### config.mk
export PLATFORM = sky130hd
export DESIGN_NAME = gerenciador_de_posicionamento
export DESIGN_NICKNAME = d
export VERILOG_FILES = /design/src/rtl/gerenciador_de_posicionamento.sv
export SDC_FILE = /design/constraint.sdc
export NUM_CORES = 1
export LEC_CHECK = 0
export ABC_CLOCK_PERIOD_IN_PS = 3400
export CELL_PAD_IN_SITES_DETAIL_PLACEMENT = 1
export CELL_PAD_IN_SITES_GLOBAL_PLACEMENT = 2
export CORE_MARGIN = 2
export CORE_UTILIZATION = 31
export CTS_BUF_LIST = sky130_fd_sc_hd__clkbuf_2
export CTS_CLUSTER_SIZE = 10
export DETAILED_ROUTE_END_ITERATION = 6
export GPL_TIMING_DRIVEN = 0
export PLACE_DENSITY = 0.89
export RECOVER_POWER = 50
export SYNTH_ARGS = -nofsm -noshare
export SYNTH_HDL_FRONTEND = slang
export SYNTH_SLANG_ARGS = --single-unit
### constraint.sdc
create_clock -name clock -period 3.4 [get_ports clock]
set_input_delay 0.68 -clock clock [delete_from_list [all_inputs] [get_ports clock]]
set_output_delay 0.68 -clock clock [all_outputs]
set_load 0.02 [all_outputs]
### src/rtl/gerenciador_de_posicionamento.sv
// Setup-phase fleet placement: validates each ship against bounds and
// overlap, then accumulates accepted ships into the 5x7 naval map.
module gerenciador_de_posicionamento #(
  parameter int TAM_NAVIO0 = 3,
  parameter int TAM_NAVIO1 = 2,
  parameter int TAM_NAVIO2 = 1
) (
  input  logic       clock,
  input  logic       reset,
  input  logic       enable,
  input  logic [2:0] coordColuna,
  input  logic [2:0] coordLinha,
  input  logic       orientacao,
  input  logic       confirmar,
  output logic [6:0] mapa0,
  output logic [6:0] mapa1,
  output logic [6:0] mapa2,
  output logic [6:0] mapa3,
  output logic [6:0] mapa4,
  output logic [1:0] navio_atual,
  output logic       pronto,
  output logic       LED_R,
  output logic       LED_G,
  output logic       LED_B
);

  typedef enum logic [1:0] {
    OCIOSO,
    POSICIONA,
    VERIFICA,
    CONCLUIDO
  } estado_t;

  estado_t          state_q, state_d;
  logic             conf_ant_q, conf_ant_d;
  logic [2:0]       col_q, col_d;
  logic [2:0]       lin_q, lin_d;
  logic             ori_q, ori_d;
  logic [4:0][6:0]  mapa_q, mapa_d;
  logic [1:0]       navio_q, navio_d;
  logic             pronto_q, pronto_d;
  logic             led_r_q, led_r_d;
  logic             led_g_q, led_g_d;
  logic             led_b_q, led_b_d;

  logic             borda;
  logic [3:0]       tam;
  logic [3:0]       fim_h, fim_v;
  logic [4:0][6:0]  masc;
  logic             valido;

  assign borda = confirmar & ~conf_ant_q;

  always_comb begin
    tam = 4'd1;
    unique case (navio_q)
      2'd0:    tam = 4'(TAM_NAVIO0);
      2'd1:    tam = 4'(TAM_NAVIO1);
      2'd2:    tam = 4'(TAM_NAVIO2);
      default: tam = 4'd1;
    endcase
  end

  // 4-bit end coordinates so col/lin + length never wraps
  assign fim_h = {1'b0, col_q} + tam - 4'd1;
  assign fim_v = {1'b0, lin_q} + tam - 4'd1;

  always_comb begin
    masc = '0;
    for (int c = 0; c < 5; c++) begin
      for (int l = 0; l < 7; l++) begin
        if (!ori_q)
          masc[c][l] = (l == int'(lin_q)) &&
                       (c >= int'(col_q)) &&
                       (c < int'(col_q) + int'(tam));
        else
          masc[c][l] = (c == int'(col_q)) &&
                       (l >= int'(lin_q)) &&
                       (l < int'(lin_q) + int'(tam));
      end
    end
  end

  assign valido = (col_q <= 3'd4) && (lin_q <= 3'd6) &&
                  (ori_q ? (fim_v <= 4'd6) : (fim_h <= 4'd4)) &&
                  ((masc & mapa_q) == '0);

  always_comb begin
    state_d    = state_q;
    conf_ant_d = confirmar;
    col_d      = col_q;
    lin_d      = lin_q;
    ori_d      = ori_q;
    mapa_d     = mapa_q;
    navio_d    = navio_q;
    pronto_d   = pronto_q;
    led_r_d    = led_r_q;
    led_g_d    = led_g_q;
    led_b_d    = led_b_q;
    if (!enable) begin
      state_d  = OCIOSO;
      mapa_d   = '0;
      navio_d  = 2'd0;
      pronto_d = 1'b0;
      led_r_d  = 1'b0;
      led_g_d  = 1'b0;
      led_b_d  = 1'b0;
    end else begin
      unique case (state_q)
        OCIOSO: begin
          state_d = POSICIONA;
          led_b_d = 1'b1;
        end
        POSICIONA: begin
          if (borda) begin
            col_d   = coordColuna;
            lin_d   = coordLinha;
            ori_d   = orientacao;
            state_d = VERIFICA;
          end
        end
        VERIFICA: begin
          state_d = POSICIONA;
          if (valido) begin
            mapa_d  = mapa_q | masc;
            led_g_d = 1'b1;
            led_r_d = 1'b0;
            navio_d = navio_q + 2'd1;
            if (navio_q == 2'd2) begin
              state_d  = CONCLUIDO;
              pronto_d = 1'b1;
              led_b_d  = 1'b0;
            end
          end else begin
            led_r_d = 1'b1;
            led_g_d = 1'b0;
          end
        end
        CONCLUIDO: begin
          state_d = CONCLUIDO;
        end
        default: state_d = OCIOSO;
      endcase
    end
  end

  always_ff @(posedge clock or negedge reset) begin
    if (!reset) begin
      state_q    <= OCIOSO;
      conf_ant_q <= 1'b0;
      col_q      <= '0;
      lin_q      <= '0;
      ori_q      <= 1'b0;
      mapa_q     <= '0;
      navio_q    <= 2'd0;
      pronto_q   <= 1'b0;
      led_r_q    <= 1'b0;
      led_g_q    <= 1'b0;
      led_b_q    <= 1'b0;
    end else begin
      state_q    <= state_d;
      conf_ant_q <= conf_ant_d;
      col_q      <= col_d;
      lin_q      <= lin_d;
      ori_q      <= ori_d;
      mapa_q     <= mapa_d;
      navio_q    <= navio_d;
      pronto_q   <= pronto_d;
      led_r_q    <= led_r_d;
      led_g_q    <= led_g_d;
      led_b_q    <= led_b_d;
    end
  end

  assign mapa0       = mapa_q[0];
  assign mapa1       = mapa_q[1];
  assign mapa2       = mapa_q[2];
  assign mapa3       = mapa_q[3];
  assign mapa4       = mapa_q[4];
  assign navio_atual = navio_q;
  assign pronto      = pronto_q;
  assign LED_R       = led_r_q;
  assign LED_G       = led_g_q;
  assign LED_B       = led_b_q;

endmodule

Word-level counts from Yosys, hierarchy flattened
Index checks and enable logic that the tools add are counted.
Cells by class
  reductions and logical operators: 152
  $add $sub $neg: 7
  multipliers: 0
  multiplexer cells: 62
  bitwise gates (word level): 4
  shift-type cells: 0
  divide/modulo/power cells: 0
  order comparisons: 28
  equal/unequal tests: 22
Operators with widths (number)
  $logic_and 1x1->1: 143
  $lt 3x32->1 const A: 4
  $lt 4x32->1 const A: 4
  $mux 35: 3
  $lt 1x32->1 const A: 2
  $lt 2x32->1 const A: 2
  $mux 1: 49
  $and 35x35->35: 1
  $logic_not 35->1: 1
  $or 35x35->35: 1
  $eq 3x3->1 const A: 7
  $mux 2: 7
  $ge 1x3->1 const A: 4
  $ge 2x3->1 const A: 4
  $ge 3x3->1 const A: 4
  $add 3x4->5: 2
  $eq 2x3->1 const A: 3
  $ne 3x3->1 const B: 3
  $reduce_and 3->1: 3
  $add 3x4->4: 2
  $le 4x3->1 const B: 2
  $pmux 2 s4: 1
  $sub 4x1->4 const B: 2
  $eq 2x2->1 const B: 3
  12 further kinds: 18
Word-level totals
  latch bits: 0
  logic and storage cells: 290
  memories: 0
  bits in writable memories: 0
  bits in read-only memories: 0
  flip-flop bits (word level): 51

Depth between registers and ports, before layout
Gate-level depths: netlist of the first run.
  word-level depth: 12
  depth in mapped cells: 16
  mapped depth without buffers: 15

Worst setup path after synthesis of the first run
No wires, ideal clock.
  path type: reg2reg
  from: register navio_q[1], in the netlist navio_atual[1]
  to: register led_b_q, in the netlist LED_B
  clock period less this slack: 3.608 ns
  data required time: 3.277 ns
  arrival: 3.485 ns
  stages on the path, launching flop included: 16
  setup time: 0.123 ns
  slack: -0.208 ns
  cells stage by stage: dfrtp_1 -> inv_1 -> ha_1 -> inv_1 -> ha_1 -> fa_1 -> buf_2 -> or3_4 -> nand4_1 -> o2111ai_1 -> nor4_1 -> nand4_1 -> nor3_2 -> nand3_2 -> buf_6 -> o221a_1
On the way
  cells in the longest elaborated chain, start to end: 11
Ends and longest elaborated chain
  start, declared: RTL line 40  | logic [1:0] navio_q, navio_d;
  start signal, assigned: RTL line 167  | navio_q <= navio_d;
  $eq 2x1->1 or $logic_not 2->1 (tied branches): RTL line 56  | unique case (navio_q)
  $pmux 2 s2: RTL line 56
  $add 3x4->5, on equally long branches: RTL line 75, 79
  $lt 1x32->1, or another cell as far along: RTL line 75  | (c < int'(col_q) + int'(tam));
  $logic_and 1x1->1, on equally long branches: RTL line 74, 78
  $mux 1: RTL line 72  | if (!ori_q)
  $and 35x35->35: RTL line 86  | ((masc & mapa_q) == '0);
  $logic_not 35->1: RTL line 86
  $logic_and 1x1->1: RTL line 85  | (ori_q ? (fim_v <= 4'd6) : (fim_h <= 4'd4)) &&
  $ne 3x3->1 (no line)
  $reduce_and 3->1 (no line) *
  end signal, assigned: RTL line 171  | led_b_q <= led_b_d;
  end, declared: RTL line 44  | logic led_b_q, led_b_d;
Mark *: on every way between the ends. The rest lies on a longest branch, timed or not.
A chain may end at the register's enable or synchronous reset.

Worst setup path after layout of the first run
  from: register navio_q[1], in the netlist navio_atual[1]
  to: register mapa_q, in the netlist mapa3[3]
On the way
  cells in the longest elaborated chain, start to end: 11
Ends and longest elaborated chain
  $eq 2x1->1 or $logic_not 2->1 (tied branches): RTL line 56
  $pmux 2 s2 *: RTL line 56
  $add 3x4->5, on equally long branches: RTL line 75, 79
  $lt 1x32->1, or another cell as far along: RTL line 75
  $logic_and 1x1->1, on equally long branches: RTL line 74, 78
  $mux 1: RTL line 72
  $and 35x35->35: RTL line 86
  $logic_not 35->1: RTL line 86
  $logic_and 1x1->1: RTL line 85
  $ne 2x1->1 (no line)
  $reduce_and 2->1 (no line)
  end signal, assigned: RTL line 166  | mapa_q <= mapa_d;
  end, declared: RTL line 39  | logic [4:0][6:0] mapa_q, mapa_d;
Mark *: on every way between the ends. The rest lies on a longest branch, timed or not. The select of a mux whose other input is x is not followed.

==> results of run 1 <==
==> what timing repair did <==
item                                    in CTS  in global routing
resized for setup                           49                 35
setup buffers                                5                  7
gates cloned                                 2                  1
endpoints found under the setup margin      42                 42
pin swaps                                   18                 15
==> worst register-to-register path: cells and delay by family (launching register included) <==
family	cells	cell delay, ps
compound gates	4	840
fa+ha+maj	3	820
buf+inv	4	490
flops	1	520
simple gates	4	940
==> synth_stat cells (4+ instances only) <==
master	count
ha_1	12
inv_1	20
o21ai_0	24
buf_2	13
mux2_2	11
buf_6	9
nand4_1	5
clkbuf_1	10
dfrtp_1	51
o31ai_1	9
a21oi_1	15
nor4_1	5
o21ai_1	8
a22oi_1	6
nor2_1	26
nand2_1	83
and2_1	4
mux2i_1	7
o22ai_1	14
nor2b_1	8
fa_1	4
nor3b_1	6
nor3_1	5
nand3_1	22
nand2b_1	6
o31ai_2	10
==> state kept, by name (all words and copies together), names as in the netlist, 2 cells and up <==
name / flops
mapa2: 7
mapa1: 7
lin_q: 3
navio_atual: 2
mapa4: 7
col_q: 3
state_q: 2
mapa3: 7
mapa0: 7
==> path summary, 6_finish.rpt <==
kind | cells after the start | to | slack [ps] | from
worst max-delay path | 15 | mapa3[3]$_DFFE_PN0P_ | -260 | navio_atual[1]$_DFFE_PN0P_
worst min-delay path | 1 | col_q[2]$_DFFE_PN0P_ | 390 | reset
worst max register to register | 15 | mapa3[3]$_DFFE_PN0P_ | -260 | navio_atual[1]$_DFFE_PN0P_
worst min register to register | 2 | pronto$_DFFE_PN0P_ | 560 | pronto$_DFFE_PN0P_
max in group asynchronous | 2 | navio_atual[1]$_DFFE_PN0P_ | 890 | reset
min in group clock | 2 | pronto$_DFFE_PN0P_ | 560 | pronto$_DFFE_PN0P_
==> stage by stage <==
step | std cells | setup WS [ps] | hold slack [ps] | power, mW | setup TNS (ps)
floorplan | 467 | 19.8 | 384 | 1.64 | 0
global placement | 689 | -853 | 473 | 2.13 | -32190
detailed placement | 690 | -852 | 477 | 2.15 | -32600
CTS | 705 | -222 | 92.6 | 2.78 | -6680
global route | 712 | -371 | 510 | 3.05 | -12930
finish | 712 | -263 | 390 | 2.90 | -7630
==> logic make-up after synthesis <==
logic type / synth area share, %
buffers and inverters: 7.65
muxes: 4.92
DFF: 32.4
and+or+nand+nor: 26.0
adders and majority gates: 5.84
xor gates and xnor gates: 0.444
AOI/OAI and AO/OA: 22.8
==> layer usage <==
metal	vias to the layer above	share of wire (%)
met5	-	0
met2	163	50
met4	0	2.6
met1	2121	42
li1	1838	-
met3	28	5.4
==> report_power, final <==
| part | leakage (nW) | switching, mW | internal [mW] | total [mW] |
|---|---|---|---|---|
| logic | 1.24 | 1.11 | 0.634 | 1.74 |
| registers | 0.685 | 0.0641 | 0.652 | 0.716 |
| clock network | 0.0551 | 0.242 | 0.203 | 0.445 |
| total | 1.98 | 1.42 | 1.49 | 2.90 |
==> cell type report <==
class	count	area [sq um]
inverters	21	83.8
clock buffers	5	25.0
multi-input cells	360	2690
repair buffers	65	618
fillers	1513	7270
well taps	172	215
flip-flops and latches	51	1280
plain buffers	35	256
clock inverters	3	71.3
==> summary.txt, run 1 <==
Floorplan
  – Die Y: roughly 120 microns
  – Rows: around 40
  – Die area: between 10000 and 15000 sq um
  – CORE AREA: 12500 sq um
  – Initial Utilization: a little under a third
  – I/O Pins: 52
  – Die width: 117 microns

Clock tree
  – CTS tree: yes
  – Hold_buf cts: 0
  – Clock-pin slew on the worst setup and hold paths: 340 ps
  – CTS Buffer Depth: 2
  – Clk sink count: a little over 50
  – CTS root buffer: clkbuf_2
  – Clock Latency Late Sink: around 540 ps
  – H-tree depth: 2
  – TritonCTS buffer count: 5

Timing
  – Endpoints failing hold: 0
  – RSZ-0062 raised after global routing: true
  – Max-slew violations: 0
  – Worst slew pin tran: around 1500 ps
  – Final setup viols: a little over 40
  – Skew final: approximately 47 ps
  – Slew HR: 1.43%
  – Period utilisation layout: 108%
  – Final Critical Period: about 3700 ps
  – Final WS setup: -263 ps
  – Fmax: about 270 MHz

Synthesis
  – Register area share after synthesis: between 30% and 40%
  – Top post-synthesis cells by area: dfrtp_1, nand2_1, ha_1, o31ai_2, mux2_2
  – Top FF cell, synth: dfrtp_1
  – Number of synthesized register bits: slightly above 50
  – Post-synth top area cell: dfrtp_1
  – EDFF count, synth: 0
  – Syn Inst Count: roughly 470
  – Share of the synthesized area in the top cell type: 32.4%
  – Library cells used by synthesis: between 70 and 80
  – Synth warn: 0
  – Syn avg cell area: 8.44 sq um
  – Synthesized net count: 494
  – Mapped Area: 3940 sq um
  – FFs w/ async S/R, synth: 100%

Setup path
  – CP required: 3840 ps
  – Setup crit start kind: flip-flop
  – Buf/Inv on CP: 4
  – CP cell instances: inv_4 > ha_4 > inv_4 > ha_4 > fa_1 > buf_6 > or3_4 > nand2_4 > o31ai_4 > a22o_1 > nor3b_2 > o2111a_2 > nand3_4 > buf_8 > o31ai_4
  – Slowest CP cell: dfrtp_2
  – Crit-path max cell delay: approximately 520 ps
  – CP Class: reg2reg
  – CP Max Fanout: 6
  – Crit-path leading delay family: simple AND/OR/NAND/NOR gates
  – Worst EP arrival: ~4000 ps
  – CP Capture Type: flip-flop

Global routing
  – GRT met3 Usage: ~3.4%
  – Global route overflow: 0
  – Vias in the first global route: around 4300
  – Global routing usage on met1: between 30% and 40%
  – Met2 Usage GRT: ~47%
  – First-pass GRT wire length: approximately 27000 microns
  – Initial antenna violation count: 0
  – Global route hottest layer: met2
  – Largest net degree at the start of global routing: 27
  – Global Route Usage Sum: between 20 and 30%

Drt
  – Final ANT Viol Nets: 0
  – First-pass detailed-route iteration total: 5
  – Via-per-instance ratio: a little under 6
  – DRC viols: 0
  – WL final: ~18000 microns
  – Via count: approximately 4200
  – Iteration-0 DRC Markers: around 280
  – Wire per inst: 25.2 microns

Outcome
  – Status: finished with violations
  – Failing checks: setup timing

Pwr
  – Peak VDD IR: ~230 uV
  – PwrDens: about 550 nW/um^2
  – Lkg Pwr: just under 2 nW

Placed design
  – GP Congestion: just under 1
  – IO buf count: 50
  – DP Area: 4700 sq um
  – DPL Wire Length: ~14000 microns

Final layout
  – Core Util, Final: a little over two fifths
  – Area grow syn2layout: 33.0%
  – # diodes: 0
  – Design area: 5250 sq um
  – Final nets: roughly 570
  – Layout cells sized above 1: a little under a quarter
  – Commonest non-fill, non-tap cell in the layout: nand2_1
  – Most used cells in the layout excluding fill and tap cells: nand2_1, clkdlybuf4s50_1, dfrtp_1

Run
  – Max Cap Viol: 0

Hold path
  – Hold Crit Class: in2async
Power figures use the tool's default switching activity.
==> run 2: changes to the inputs <==
Settings changed: CTS_BUF_LIST sky130_fd_sc_hd__clkbuf_2 to sky130_fd_sc_hd__clkbuf_4.
==> run 2 against run 1 <==
  * The run ends with capacitance limit, setup timing left
  * Critical path depth stayed put
  * Final cell count is the same
  * Clock skew decreased by 17 ps
  * Global-route usage barely moved
  * Die area stayed put
  * Clock-buffer cell count is the same
  * Total power rose by 0.52%
  * Fmax rose by 0.53%
  * Clock power is 6.7% higher
  * Critical endpoint is now LED_B$_DFFE_PN0P_
==> summary.txt, run 2 (synthesis gave the netlist of run 1 again) <==
Floorplan
  – Initial Utilization: between 30% and 40%
  – Rows: 41
  – CORE AREA: between 10000 and 15000 sq um
  – I/O Pins: 52
  – Die width: approximately 120 microns
  – Die area: about 14000 sq um
  – Die Y: 117 microns

Final layout
  – # diodes: 0
  – Area grow syn2layout: 33.2%
  – Final nets: ~570
  – Filler instances: roughly 1500
  – Layout cells sized above 1: between 20 and 25%
  – Commonest non-fill, non-tap cell in the layout: nand2_1
  – Most used cells in the layout excluding fill and tap cells: nand2_1, clkdlybuf4s50_1, dfrtp_1

Pwr
  – Peak VDD IR: about 230 uV
  – PwrDens: 556 nW/um^2
  – Lkg Pwr: just under 2 nW

Setup path
  – Setup crit start kind: flip-flop
  – CP Class: reg2reg
  – CP Capture Type: flip-flop
  – Worst EP arrival: 3960 ps
  – CP Max Fanout: 6
  – CP required: between 3000 and 4000 ps

Clock tree
  – TritonCTS buffer count: 5
  – CTS Buffer Depth: 2
  – Hold_buf cts: 0
  – CTS tree: yes
  – Clock-pin slew on the worst setup and hold paths: approximately 200 ps
  – H-tree depth: 2
  – CTS root buffer: clkbuf_4
  – Clock Latency Late Sink: 430 ps
  – Clk sink count: just over 50

Run
  – Max Cap Viol: 1

Global routing
  – Initial antenna violation count: 0
  – Largest net degree at the start of global routing: 27
  – Vias in the first global route: about 4300
  – Global Route Usage Sum: between 20% and 30%
  – First-pass GRT wire length: roughly 27000 microns
  – Global route overflow: 0

Timing
  – Fmax: around 270 MHz
  – Skew final: a little under 30 ps
  – Final WS setup: -243 ps
  – RSZ-0062 raised after global routing: true
  – Final Critical Period: 3640 ps
  – Final setup viols: roughly 40
  – Max-slew violations: 0
  – Endpoints failing hold: 0
  – Period utilisation layout: 107%
  – Worst slew pin tran: between 1000 and 1500 ps
  – Setup TNS: -7220 ps
  – Slew HR: 0.705%

Drt
  – Final ANT Viol Nets: 0
  – WL final: 17900 microns
  – Via-per-instance ratio: 5.79
  – Iteration-0 DRC Markers: between 300 and 400
  – First-pass detailed-route iteration total: 4
  – Via count: 4119
  – DRC viols: 0
  – Wire per inst: about 25 microns

Placed design
  – IO buf count: 50
  – Setup WS pre-CTS: -852 ps
  – DPL Wire Length: around 14000 microns
  – GP Congestion: 0.978

Outcome
  – Failing checks: capacitance limit, setup timing
  – Status: finished with violations

Hold path
  – Hold Crit Class: in2async
run 2: cell count changes in the layout (fill, tap and decap cells not counted), sizes merged:
cell / delta
buf: -2
clkbuf: +2
run 2: path summary, 6_finish.rpt:
check / start / endpoint / slack (ps) / cells past startpoint
setup reg to reg: navio_atual[1]$_DFFE_PN0P_ / LED_B$_DFFE_PN0P_ / -240 / 15
min in group clock: pronto$_DFFE_PN0P_ / pronto$_DFFE_PN0P_ / 550 / 2
max in group asynchronous: reset / navio_atual[1]$_DFFE_PN0P_ / 730 / 2
hold reg to reg: pronto$_DFFE_PN0P_ / pronto$_DFFE_PN0P_ / 550 / 2
hold / removal: reset / col_q[2]$_DFFE_PN0P_ / 550 / 1
setup / recovery: navio_atual[1]$_DFFE_PN0P_ / LED_B$_DFFE_PN0P_ / -240 / 15
run 2: area by class of cell:
cell class              count  area, sq um  share of cell area [%]
clock inverters             3         71.3                    1.36
repair buffers             65          642                    12.2
clock buffers               5         37.5                   0.715
flip-flops and latches     51         1280                    24.4
inverters                  21         83.8                    1.60
plain buffers              35          256                    4.88
multi-input cells         360         2670                    50.7
well taps                 172          215                    4.10
run 2: critical path: stages (launching register included):
cell and delay, ps:
dfrtp_2 490, inv_4 80, ha_4 130, inv_4 40, ha_4 150, fa_1 480, buf_6 160, or3_4 380
nand2_4 110, o31ai_4 70, a22o_1 260, nor3b_2 300, o2111a_2 300, nand3_4 180, buf_8 210, o221a_1 200
run 2: metrics by stage:
| step | cell area [sq um] | utilization [%] | hold slack [ps] | std cells | power [mW] |
|---|---|---|---|---|---|
| 6_report | 5250 | 42.0 | 547 | 712 | 2.92 |
| 5_1_grt | 5250 | 42.0 | 555 | 712 | 3.07 |
| 4_1_cts | 5040 | 40.2 | 258 | 706 | 2.80 |
| 3_5_place_dp | 4700 | 37.5 | 477 | 690 | 2.15 |
| 3_3_place_gp | 4680 | 37.4 | 473 | 689 | 2.13 |
| 2_1_floorplan | 3970 | - | 384 | 467 | 1.64 |
run 2: where the power goes:
group	switching, mW	internal (mW)
registers	0.0683	0.651
clock network	0.241	0.234
logic	1.09	0.636
run 2: per-layer routing:
metal  global-route usage (%)  up-vias  part of all wire (%)
met1                     36.3     2107                    44
li1                         -     1837                     -
met5                        0        -                     0
met2                     46.7      148                    50
met4                     6.90        0                   2.7
met3                     3.14       27                   3.9
run 2: timing repair:
item / CTS / global route
gates resized for setup: 37 / 37
setup buffers: 6 / 5
pin swaps: 18 / 16
gates cloned: 2 / 1
endpoints found under the setup margin: 42 / 42
==> RTL edit 1, RTL diff (config.mk and constraints of run 2) <==
Reset style: synchronous (`reset`), changed in one clocked block.
--- a/src/rtl/gerenciador_de_posicionamento.sv
+++ b/src/rtl/gerenciador_de_posicionamento.sv
@@ -144,7 +144,7 @@
     end
   end
 
-  always_ff @(posedge clock or negedge reset) begin
+  always_ff @(posedge clock) begin
     if (!reset) begin
       state_q    <= OCIOSO;
       conf_ant_q <= 1'b0;
Function: differs if reset is asserted again (counterexample within 4 cycles, from zero or initial values and one cycle with reset low); with reset held inactive, the same outputs for 4 cycles.
==> RTL edit 1 against run 2 <==
The flow finishes with violations (capacitance limit, slew limit, setup timing); via count increased by 1.7%; first-iteration DRC count increased by 16%; design area decreased by 5.2%; sequential cell count unchanged; setup slack got worse by 0.13 ns; wire length decreased by 2.8%; synthesized cell count decreased by 0.64%; critical path depth unchanged; area after synthesis decreased by 7.6%; cell count decreased by 3.5%.
Power is not compared: it rests on default switching activity, and its combinational part moved more than twofold at a synthesized area within 25%.
==> RTL edit 1: results (changes against run 2) <==
failing checks - capacitance limit, slew limit, setup timing (was capacitance limit, setup timing)
nets in the synthesized netlist - 491 (was 494)
Hold Startpoint - pronto
type of the most critical hold path - reg2reg (was in2async)
Setup violations, final - 42 (was 41)
via count of the first global-routing pass - 4,343 (was 4,283)
final weighted congestion in routability-driven placement - 0.937 (was 0.978)
leading post-synthesis cells by cell area - dfxtp_1 28%, nand2_1 8.0%, o31ai_1 4.7% (was dfrtp_1 32%, nand2_1 7.9%, ha_1 3.8%)
main flop type after synthesis - dfxtp_1 (was dfrtp_1)
total iterations of the first detailed-routing run - 5 (was 4)
proportion of layout cells with a drive suffix above 1 - 0.210 (was 0.220)
count of maximum capacitance violations - 1 (unchanged)
final setup skew - 0.0139 ns (was 0.0297 ns)
cell count after placement - 658 (was 690)
clock transition at the registers of the reported paths - 0.18 ns (was 0.20 ns)
largest fanout on the critical path - 6 (unchanged)
Worst Slack Setup Final - -0.371 ns (was -0.243 ns)
buffer levels on the longest clock path - 2 (unchanged)
count of different cell masters after synthesis - 66 (was 71)
syn_area_per_cell - 7.86 sq um (was 8.44 sq um)
number of warnings printed during yosys synthesis - 0 (unchanged)
wire length of the first global-routing pass - 26.4 mm (was 26.9 mm)
Setup crit start - navio_atual[1] (unchanged)
run status - finished with violations (unchanged)
Async SR Flop Fraction - 0 (was 1.00)
fraction of the yosys area taken by sequential cells - 0.280 (was 0.324)
Max transition margin - -0.0169 (was 0.00705)
Iter 0 DRT Violations - 417 (was 360)
estimated wirelength of the detail-placed design - 12.7 mm (was 13.5 mm)
max-slew violation count - 11 (was 0)
count of placed standard cells in the final layout, fillers left out - 687 (was 712)
arrival time reported for the critical path endpoint - 4.13 ns (was 3.96 ns)
number of nets in the layout - 570 (was 566)
static leakage - 1.81 nW
Overall Global Routing Usage - 0.279 (was 0.271)
wire length after detailed routing - 17.4 mm (was 17.9 mm)
maximum number of pins on one net before global-route repair - 18 (was 27)
total of fill cells in the finished design - 1,367 (was 1,501)
routed vias - 4,190 (was 4,119)
commonest cells in the netlist - 78 x nand2_1, 51 x dfxtp_1, 23 x clkbuf_1, 23 x o31ai_1, 22 x nand3_1 (was 83 x nand2_1, 51 x dfrtp_1, 26 x nor2_1)
summed negative setup slack over all endpoints - -12.13 ns (was -7.22 ns)
==> RTL edit 1: per-stage QoR <==
step	instance area, sq um	worst slack (ns)	hold WS (ns)	util	power, W
after floorplan	3710	-0.142	0.492	-	0.000699
after global placement	4390	-1.46	0.453	0.383	0.000759
after detailed placement	4400	-1.14	0.450	0.384	0.000761
after CTS	4850	-0.452	0.484	0.423	0.00111
after global routing	4980	-0.525	0.507	0.434	0.00116
final	4980	-0.371	0.486	0.434	0.00111
==> RTL edit 1: logic make-up after synthesis <==
group,share of synthesized area
xor+xnor,0.00721
compound gates,0.276
simple gates,0.285
fa+ha+maj,0.0632
mux,0.0261
flops,0.280
buf+inv,0.0632
==> RTL edit 1: worst paths after layout <==
check | endpoint | slack [ns] | cells after the start
max | LED_B | -0.37 | 15
min | pronto | 0.49 | 2
max reg2reg | LED_B | -0.37 | 15
min reg2reg | pronto | 0.49 | 2
==> RTL edit 1: area by class of cell <==
class	instances	area [sq um]	share of cell area
Clock inverter	3	22.5	0.00452
Timing Repair Buffer	74	698	0.140
Buffer	35	235	0.0473
Sequential cell	51	1040	0.209
Inverter	16	72.6	0.0146
Tap cell	143	179	0.0359
Clock buffer	5	37.5	0.00754
Multi-Input combinational cell	360	2690	0.541
==> RTL edit 1: worst max-delay path, cell delays in order, from the launching register on <==
cell and delay (ns):
dfxtp_4 0.42, inv_6 0.05, ha_4 0.17, inv_4 0.06, ha_2 0.19, fa_1 0.44
buf_8 0.16, nor2_4 0.13, nor3_4 0.06, nor3b_2 0.16, or4_4 0.54, or3_4 0.40
nor3_4 0.26, nand3_4 0.17, buf_8 0.20, o221a_4 0.28
==> RTL edit 1: layer usage <==
metal	part of all wire	track usage
met2	0.46	0.451
met1	0.44	0.373
met5	0	0
met4	0.030	0.109
met3	0.068	0.0448
==> RTL edit 1: repair_timing <==
action,in CTS,in global routing
gates resized for setup,55,35
setup buffers,20,3
pin swaps,14,19
cloned,1,0
setup endpoints to repair,42,42
==> RTL edit 1: power breakdown <==
part | internal, W | switching (W)
sequential | 0.000599 | 0.00000396
combinational | 0.0000615 | 0.000115
clock | 0.0000853 | 0.000250
==> RTL edit 2, RTL diff (settings of run 2) <==
Without the edit above. Re-encode `estado_t` (4 values) as one-hot, 4 bits wide.
--- a/src/rtl/gerenciador_de_posicionamento.sv
+++ b/src/rtl/gerenciador_de_posicionamento.sv
@@ -24,11 +24,11 @@
   output logic       LED_B
 );
 
-  typedef enum logic [1:0] {
-    OCIOSO,
-    POSICIONA,
-    VERIFICA,
-    CONCLUIDO
+  typedef enum logic [3:0] {
+    OCIOSO    = 4'b0001,
+    POSICIONA = 4'b0010,
+    VERIFICA  = 4'b0100,
+    CONCLUIDO = 4'b1000
   } estado_t;
 
   estado_t          state_q, state_d;
Behaviour: same outputs for any inputs over 4 cycles, from zero or initial values and one cycle with reset low; so few cycles prove little.
==> RTL edit 2 against run 2 <==
Sequential share of layout area increased by 0.27 points; the run ends with capacitance limit, slew limit, setup timing left; hold slack got worse by 0.012 ns; sequential cell count increased by 2; wire length increased by 8.7%; cell count increased by 5.2%; area after synthesis increased by 0.25%; synthesized cell count increased by 4.3%; setup slack got worse by 0.20 ns; clock power decreased by 14%; design area increased by 2.9%; critical endpoint unchanged; total power increased by 18%; global-route usage increased by 1.7 points.
==> RTL edit 2: results (changes against run 2) <==
maximum number of pins on one net before global-route repair - 36 (was 27)
static leakage - 1.95 nW (was 1.97 nW)
average detailed-routed wire length per instance - 25.9 microns (was 25.1 microns)
Repair and plain buffers - 113 (was 100)
Data buffer area share - 0.184 (was 0.171)
Seq/total area - 0.247 (was 0.244)
Setup violations, final - 43 (was 41)
Overall Global Routing Usage - 0.288 (was 0.271)
run status - finished with violations (unchanged)
clock network share of area - 0.0155 (was 0.0207)
max-slew violation count - 36 (was 0)
number of nets in the layout - 602 (was 566)
type of the most critical hold path - reg2reg (was in2async)
clock latency of the later-clocked register in the worst-skew pair - 0.45 ns (was 0.43 ns)
failing checks - capacitance limit, slew limit, setup timing (was capacitance limit, setup timing)
final setup skew - 0.0282 ns (was 0.0297 ns)
met3 usage in global routing - 0.0649 (was 0.0314)
GR Layer Usage met1 - 0.389 (was 0.363)
count of input and output buffers - 51 (was 50)
total of fill cells in the finished design - 1,538 (was 1,501)
Reg2Reg Depth - 16 (was 15)
vias per cell - 5.92 (was 5.79)
Iter 0 DRT Violations - 339 (was 360)
Max transition margin - -0.284 (was 0.00705)
estimated wirelength of the detail-placed design - 14.3 mm (was 13.5 mm)
commonest cells in the netlist - 79 x nand2_1, 52 x dfrtp_1, 52 x o21ai_0 (was 83 x nand2_1, 51 x dfrtp_1, 26 x nor2_1)
count of maximum capacitance violations - 1 (unchanged)
Worst Slack Setup Final - -0.445 ns (was -0.243 ns)
cell count after placement - 712 (was 690)
Post-Syn Instances - 487 (was 467)
count of state elements after synthesis - 53 (was 51)
summed negative setup slack over all endpoints - -14.29 ns (was -7.22 ns)
final weighted congestion in routability-driven placement - 0.938 (was 0.978)
inverter count of the layout excluding clock inverters - 31 (was 21)
number of multi-input combinational cells - 371 (was 360)
nets in the synthesized netlist - 514 (was 494)
leading post-synthesis cells by cell area - dfrtp_1 33%, nand2_1 7.5%, o21ai_0 6.6% (was dfrtp_1 32%, nand2_1 7.9%, ha_1 3.8%)
number of antenna violations at the first check in global routing - 2 (was 0)
-- RTL edit 2: cell count changes in the layout (fill, tap and decap cells not counted), moves of 4 or more --
cell	run 2	this run
a21oi_1	13	19
buf_4	13	28
ha_4	2	6
inv_1	18	26
mux2_2	11	2
mux2i_1	6	2
nand3_1	22	9
nor2_1	24	29
nor3_1	4	9
o21ai_0	17	45
o21ai_1	8	2
o22ai_1	14	28
o31ai_4	10	1
-- RTL edit 2: power by group --
group | leakage [nW] | switching (W) | internal, W
registers | 0.707 | 0.0000538 | 0.000687
logic | 1.20 | 0.00147 | 0.000842
clock network | 0.0414 | 0.000251 | 0.000156
total | 1.95 | 0.00177 | 0.00168
-- RTL edit 2: kinds of logic (layout without fill, tap and decap cells) --
group | after synthesis | in the layout | share of synthesized area
xor+xnor | 2 | 2 | 0.00443
simple gates | 189 | 189 | 0.245
compound gates | 160 | 160 | 0.272
fa+ha+maj | 16 | 16 | 0.0582
buf+inv | 63 | 152 | 0.0740
mux | 4 | 4 | 0.0108
other cells | 0 | 1 | 0
flops | 53 | 53 | 0.336
-- RTL edit 2: tightest hold or removal path, stage by stage, from the launching register on --
cell,delay (ns)
dfrtp_1,0.39
nand2_1,0.05
o21ai_0,0.07
-- RTL edit 2: repair_timing --
action,4_1_cts,5_1_grt
resized for setup,37,52
setup endpoints to repair,43,43
gates cloned,1,0
pin swaps,13,20
setup buffers,15,14
-- RTL edit 2: through the flow --
stage / worst slack (ns) / instance area, sq um
final: -0.445 / 5400
after global routing: -0.556 / 5400
after CTS: -0.529 / 5130
after detailed placement: -1.09 / 4760
after global placement: -1.16 / 4730
after floorplan: -0.168 / 4000
